**config.mk**
```make
export PLATFORM = sky130hd
export DESIGN_NAME = regfile32_flat
export DESIGN_NICKNAME = d
export VERILOG_FILES = /design/src/rtl/regfile32_if.sv /design/src/rtl/regfile32.sv /design/src/flat_wrapper.sv
export SDC_FILE = /design/constraint.sdc
export NUM_CORES = 2
export LEC_CHECK = 0
export BUFFER_PORTS_ARGS = -buffer_cell sky130_fd_sc_hd__buf_4
export CORE_MARGIN = 2
export CORE_UTILIZATION = 50
export DETAILED_ROUTE_END_ITERATION = 10
export PLACE_DENSITY = 0.68
export SYNTH_ARGS = -nofsm -noshare
export SYNTH_HDL_FRONTEND = slang
export SYNTH_SLANG_ARGS = --single-unit
```
**constraint.sdc**
```tcl
create_clock -name clk -period 38.4 [get_ports clk]
set_input_delay 7.68 -clock clk [delete_from_list [all_inputs] [get_ports clk]]
set_output_delay 7.68 -clock clk [all_outputs]
set_load 0.1 [all_outputs]
```
**src/rtl/regfile32_if.sv**
```systemverilog
// Write and read port bundle for regfile32: one synchronous write port, two
// combinational read ports.
interface regfile32_if;
    logic        write_enable;
    logic [4:0]  write_address;
    logic [31:0] write_data;
    logic [4:0]  read_address1;
    logic [4:0]  read_address2;
    logic [31:0] read_data1;
    logic [31:0] read_data2;

    modport master (
        output write_enable, write_address, write_data,
        output read_address1, read_address2,
        input  read_data1, read_data2
    );

    modport slave (
        input  write_enable, write_address, write_data,
        input  read_address1, read_address2,
        output read_data1, read_data2
    );
endinterface

```
**src/rtl/regfile32.sv**
```systemverilog
// 32x32 register file: decoded synchronous write, two asynchronous read muxes,
// register 0 hardwired to zero, optional write-to-read forwarding.
module regfile32 #(
    parameter bit BYPASS = 1'b0
) (
    input  logic        clk,
    input  logic        reset,
    regfile32_if.slave  bus
);

    logic [31:1] write_select;
    logic [31:0] store  [1:31];
    logic [31:0] mux_in [32];

    // Decoder output for index 0 does not exist, so address 0 never writes.
    always_comb begin
        write_select = '0;
        for (int unsigned i = 1; i < 32; i++) begin
            write_select[i] = bus.write_enable && (bus.write_address == 5'(i));
        end
    end

    always_ff @(posedge clk or posedge reset) begin
        if (reset) begin
            for (int unsigned i = 1; i < 32; i++) begin
                store[i] <= '0;
            end
        end else begin
            for (int unsigned i = 1; i < 32; i++) begin
                if (write_select[i]) begin
                    store[i] <= bus.write_data;
                end
            end
        end
    end

    always_comb begin
        mux_in[0] = '0;
        for (int unsigned i = 1; i < 32; i++) begin
            mux_in[i] = store[i];
        end
    end

    logic forward1;
    logic forward2;

    always_comb begin
        forward1 = BYPASS && bus.write_enable && (bus.write_address != 5'd0)
                   && (bus.read_address1 == bus.write_address);
        forward2 = BYPASS && bus.write_enable && (bus.write_address != 5'd0)
                   && (bus.read_address2 == bus.write_address);
        bus.read_data1 = forward1 ? bus.write_data : mux_in[bus.read_address1];
        bus.read_data2 = forward2 ? bus.write_data : mux_in[bus.read_address2];
    end

endmodule

```
**src/flat_wrapper.sv**
```systemverilog
// flat-port wrapper written by rule: the top's interface ports become plain ports
module regfile32_flat 
#(
    parameter bit BYPASS = 1'b0
)
  (clk, reset, bus_write_enable, bus_write_address, bus_write_data, bus_read_address1, bus_read_address2, bus_read_data1, bus_read_data2);
  regfile32_if bus_i ();
  input  logic clk;
  input  logic reset;
  input wire logic [$bits(bus_i.write_enable)-1:0] bus_write_enable;
  input wire logic [$bits(bus_i.write_address)-1:0] bus_write_address;
  input wire logic [$bits(bus_i.write_data)-1:0] bus_write_data;
  input wire logic [$bits(bus_i.read_address1)-1:0] bus_read_address1;
  input wire logic [$bits(bus_i.read_address2)-1:0] bus_read_address2;
  output wire logic [$bits(bus_i.read_data1)-1:0] bus_read_data1;
  output wire logic [$bits(bus_i.read_data2)-1:0] bus_read_data2;
  assign bus_i.write_enable = bus_write_enable;
  assign bus_i.write_address = bus_write_address;
  assign bus_i.write_data = bus_write_data;
  assign bus_i.read_address1 = bus_read_address1;
  assign bus_i.read_address2 = bus_read_address2;
  assign bus_read_data1 = bus_i.read_data1;
  assign bus_read_data2 = bus_i.read_data2;
  regfile32 #(.BYPASS(BYPASS)) u_core (.clk(clk), .reset(reset), .bus(bus_i));
endmodule
```
* Word level (Yosys, flattened, before mapping) *
Index checks and enable logic that the tools add are counted.
Widths: inputs -> output; s select.

operators by class
  divide/modulo/power cells = 0
  equality and inequality tests = 31
  multipliers = 0
  shifts and indexed selects = 0
  $add $sub $neg = 0
  muxes and demuxes = 6
  order comparisons = 2
  bitwise operators = 2
  reduce and logical (&&, ||, !) cells = 31

operator list
  kind                number
  $bmux 32 s5         2
  $mux 32             4
  $eq 5x5->1 const B  16
  $eq 5x4->1 const B  8
  $logic_and 1x1->1   31
  $eq 5x3->1 const B  4
  $ge 6x6->1 const B  2
  $not 5->6           2
  $eq 5x2->1 const B  2
  $eq 5x1->1 const B  1

storage, ports and cells
  register bits after elaboration = 992
  memories kept = 0
  ROM bits = 0
  input bits = 50
  RAM bits = 0
  bits in latches = 0
  output and inout bits = 64

* Logic depth before layout (Yosys ltp) *
  depth after elaboration = 4
  gate-level depth with buffers = 9
  depth with buffers taken out = 4

* Worst setup path before layout *
No wires, ideal clock.

  path kind = in2out
  from = input port bus_read_address1[0]
  to = output port bus_read_data1[22]
  required time = 30.720 ns
  stages on the path = 8
  path slack = 19.705 ns
  arrival time = 11.015 ns
  cells stage by stage = buf_2 > buf_6 > buf_4 > buf_4 > mux4_2 > nand2_1 > and3_1 > o31ai_1

on the way
  word-level cells in the longest chain between the ends = 4

RTL lines
  what                                         line                text
  start: declaration                           flat_wrapper.sv:13  input wire logic [$bits(bus_i.read_address1)-1:0] bus_read_address1;
  $not 5->6 (implied by the code)              regfile32.sv:52     bus.read_data1 = forward1 ? bus.write_data : mux_in[bus.read_address1];
  $bmux 32 s5                                  regfile32.sv:52
  $mux 32 (implied by the code) (2 in series)  regfile32.sv:52
  end: declaration                             flat_wrapper.sv:15  output wire logic [$bits(bus_i.read_data1)-1:0] bus_read_data1;

No other way between the ends. The select of a mux whose other input is x is not followed.

* Worst setup path after layout *
  from = input port bus_read_address2[1]
  to = output port bus_read_data2[30]

on the way
  word-level cells in the longest chain between the ends = 4

RTL lines
  what                                         line                text
  start: declaration                           flat_wrapper.sv:14  input wire logic [$bits(bus_i.read_address2)-1:0] bus_read_address2;
  $not 5->6 (implied by the code)              regfile32.sv:53     bus.read_data2 = forward2 ? bus.write_data : mux_in[bus.read_address2];
  $bmux 32 s5                                  regfile32.sv:53
  $mux 32 (implied by the code) (2 in series)  regfile32.sv:53
  end: declaration                             flat_wrapper.sv:16  output wire logic [$bits(bus_i.read_data2)-1:0] bus_read_data2;

No other way between the ends. The select of a mux whose other input is x is not followed.

==> impl_metrics.yaml <==
cells_and_area:
  fillers: 8517
  signed_area_change_from_the_synthesized_netlist_to_the_final_layout_pct: 10.1
  largest_register_ff_count: 992
  finish.utilization_pct: 55.5
  post_layout_nonfiller_instances: 5017
  drive_gt1_share_pct: 48.8
  multi_input_comb_area_sq_mm: 0.0267
  design.final.nets: 3586
  final-seq-area_sq_mm: 0.0248
global_routing:
  pin_count_of_the_biggest_net_entering_global_routing: 144
  grt.total_usage_pct: 29.3
  via_count_of_the_first_global_routing_pass: 34600
  grt_first_pass_wirelength_um: 235000
  antenna_found_initial: 4
  gr-total-overflow: 0
place:
  place.gp.congestion: 0.797
  place.detailed.instances: 4818
  portBuffers: 113
  detailedPlacementHpwl_um: 84600
run_status:
  violations_in_the_final_reports: "design-rule violations"
  status: "finished with violations"
cts:
  postCtsSetupRepairBufs: 0
  cts.repair.resized: 0
  cts.sinks: 992
  worst_skew_pair.late_latency_ps: 680
  cts_max_level: 3
  cts_inserted_buffers: 107
  cts_hold_buf: 0
  worst_setup_hold_path_clk_slew_ps: 60
  cts_buffer_depth: 3
  ctsRootBufferMaster: "clkbuf_16"
  cts_tree: "yes"
floorplanning:
  fp.dieW_um: 330
  core_sq_mm: 0.105
  die-height_um: 330
  floorplan.initialDensity_pct: 50.4
  floorplan.rows: 119
  top_level_ports: 114
  die_area_sq_mm: 0.109
critical_path:
  worst_ep_arrival_time_ps: 11710
  worstReg2RegStart: "u_core.mux_in[723]$_DFFE_PP0P_"
  crit_fanout: 42
  setup.reg_to_reg.worst_slack_ps: 37580
  worstSetupStartpointType: "input pin"
  timing.reg2reg.worst_path_depth: 1
  setup.worst_path.class: "in -> out"
  cp-end-kind: "output pin"
  critical_path.reg2reg.endpoint: "u_core.mux_in[723]$_DFFE_PP0P_"
  critical_path_required_ps: 30720
timing:
  hold_viol: 0
  final-setup-viol-count: 0
  achievable-frequency_mhz: 51.6
  slew_headroom_pct: 28.5
  finClkSkew_ps: 0
  rsz0062_at_grt: "no"
  report.final.slew_viol_count: 0
  tightest_slew_ps: 1070
  layout_worst_path_cycle_share_pct: 50.5
  post-route-min-period_ps: 19390
  setup-tns-final_ps: 0
synthesis:
  postSynth.asyncResetShare_pct: 100
  postSynth.topFlopCell: "dfrtp_1"
  synth-seq-area-share_pct: 46.7
  number_of_instances_in_the_synthesized_netlist: 3638
  synth.area.top_cells: "dfrtp_1 47%, mux2_2 20%, mux4_2 16%, a22o_1 3.2%, mux2i_1 3.0%"
  synth.cells.most_frequent: "992 x dfrtp_1, 967 x mux2_2, 384 x mux4_2"
  register_bit_count_reported_by_yosys: 992
  synth_edf_count: 0
  post-synth-top-count-cell: "dfrtp_1"
  synth.largest_area_cell: "dfrtp_1"
  synthDominantCellAreaShare_pct: 46.7
  netlist_area_sq_mm: 0.0531
  synthesis.nets: 3688
  synth-warning-count: 0
  synth.distinct_cells: 31
  syn_avg_cell_area_sq_um: 14.6
power:
  vdd_drop_max_mv: 0.0422
  internal_power_mw: 2.27
  power_density_mw_per_mm2: 54.7
  clkPwrFrac_pct: 33.8
  p_switching_uw: 931
  totalPowerFinal_mw: 3.20
  power.share.sequential_pct: 43.9
  cellLeakagePower_nw: 25.4
  combinationalPowerShare_pct: 22.4
  sw_ratio_pct: 29.1
worst_hold_path:
  min_path_type: "reg -> reg"
  hp-start: "u_core.mux_in[262]$_DFFE_PP0P_"
  hold_end: "u_core.mux_in[262]$_DFFE_PP0P_"
  min_delay_path_depth: 1
drt:
  drt_first_pass_iters: 10
  postRouteAntennaNets: 0
  routed_wirelength_um: 159000
  detail_route.iter0.violations: 3438
  post-route-drc-count: 5
  routed_wire_length_per_instance_um: 31.6
  dr_total_vias: 34400
  via_per_inst: 6.85
flow_run:
  max_cap_viol_count: 0
[worst max-delay path, cell delays in order]
cell,delay [ps]
buf_6,520
buf_4,690
nor2b_4,740
buf_4,460
a22o_1,210
a211oi_1,70
o31ai_1,830
buf_4,430
[logic make-up (layout without fill, tap and decap cells)]
family | count (synthesis) | in the layout | synth area share (%)
muxes | 1600 | 1600 | 41.7
DFF | 992 | 992 | 46.7
AOI/OAI and AO/OA | 448 | 448 | 6.33
buffers and inverters | 407 | 394 | 3.47
and+or+nand+nor | 191 | 191 | 1.82
other | 0 | 1 | 0
[per-layer routing]
layer	vias to the layer above	global-route usage [%]	wire, um
li1	13900	-	-
met1	18500	43.3	67300
met2	1674	44.2	72300
met3	268	6.04	14600
met4	0	8.33	4310
met5	-	0	0
[how the worst max path moves through the flow]
stage	start	end	slack (ps)	cells after the start
2_1_floorplan	reset	u_core.mux_in[0]$_DFFE_PP0P_	2810	1
3_3_place_gp	bus_read_address1[1]	bus_read_data1[30]	19050	8
3_5_place_dp	bus_read_address1[1]	bus_read_data1[30]	19060	8
4_1_cts	bus_read_address1[1]	bus_read_data1[30]	19050	8
5_1_grt	bus_read_address1[1]	bus_read_data1[30]	18930	8
6_report	bus_read_address2[1]	bus_read_data2[30]	19010	8
[power by group through the flow]
stage / clock network, mW / registers (mW) / logic [mW]
floorplan: 0 / 1.37 / 0.596
global placement: 0 / 1.41 / 0.703
detailed placement: 0 / 1.42 / 0.715
CTS: 1.09 / 1.40 / 0.717
global route: 1.14 / 1.43 / 0.761
finish: 1.08 / 1.40 / 0.716
[layout make-up]
type | count | share of cell area [%]
clock inverters | 47 | 0.973
clock buffers | 151 | 5.33
well taps | 1391 | 2.98
diodes | 1 | 0.00428
flip-flops and latches | 992 | 42.4
inverters | 3 | 0.0364
repair buffers | 193 | 2.60
multi-input cells | 2239 | 45.6
[cells in the final DEF, fill, tap and decap left out, drive strengths merged]
master / count
a211oi: 64
a22o: 192
and2: 34
and2b: 2
and3: 32
buf: 193
bufinv: 11
clkbuf: 151
clkinv: 25
clkinvlp: 7
dfrtp: 992
diode: 1
inv: 7
mux2: 1056
mux2i: 160
mux4: 384
nand2: 78
nand2b: 8
nand3: 2
nand4: 3
nor2: 16
nor2b: 8
nor3: 5
nor4: 2
o21ai: 64
o22ai: 64
o31ai: 64
or2: 1
[metrics by stage]
step                      instance area (sq um)  worst slack, ps  hold slack, ps
after CTS                                 58500            19050             507
after global routing                      58500            18930             532
final                                     58500            19010             505
after floorplan                           53100             2810             470
after global placement                    54800            19050             484
after detailed placement                  54800            19060             493
Note: power is estimated with default switching activity, not from simulation.
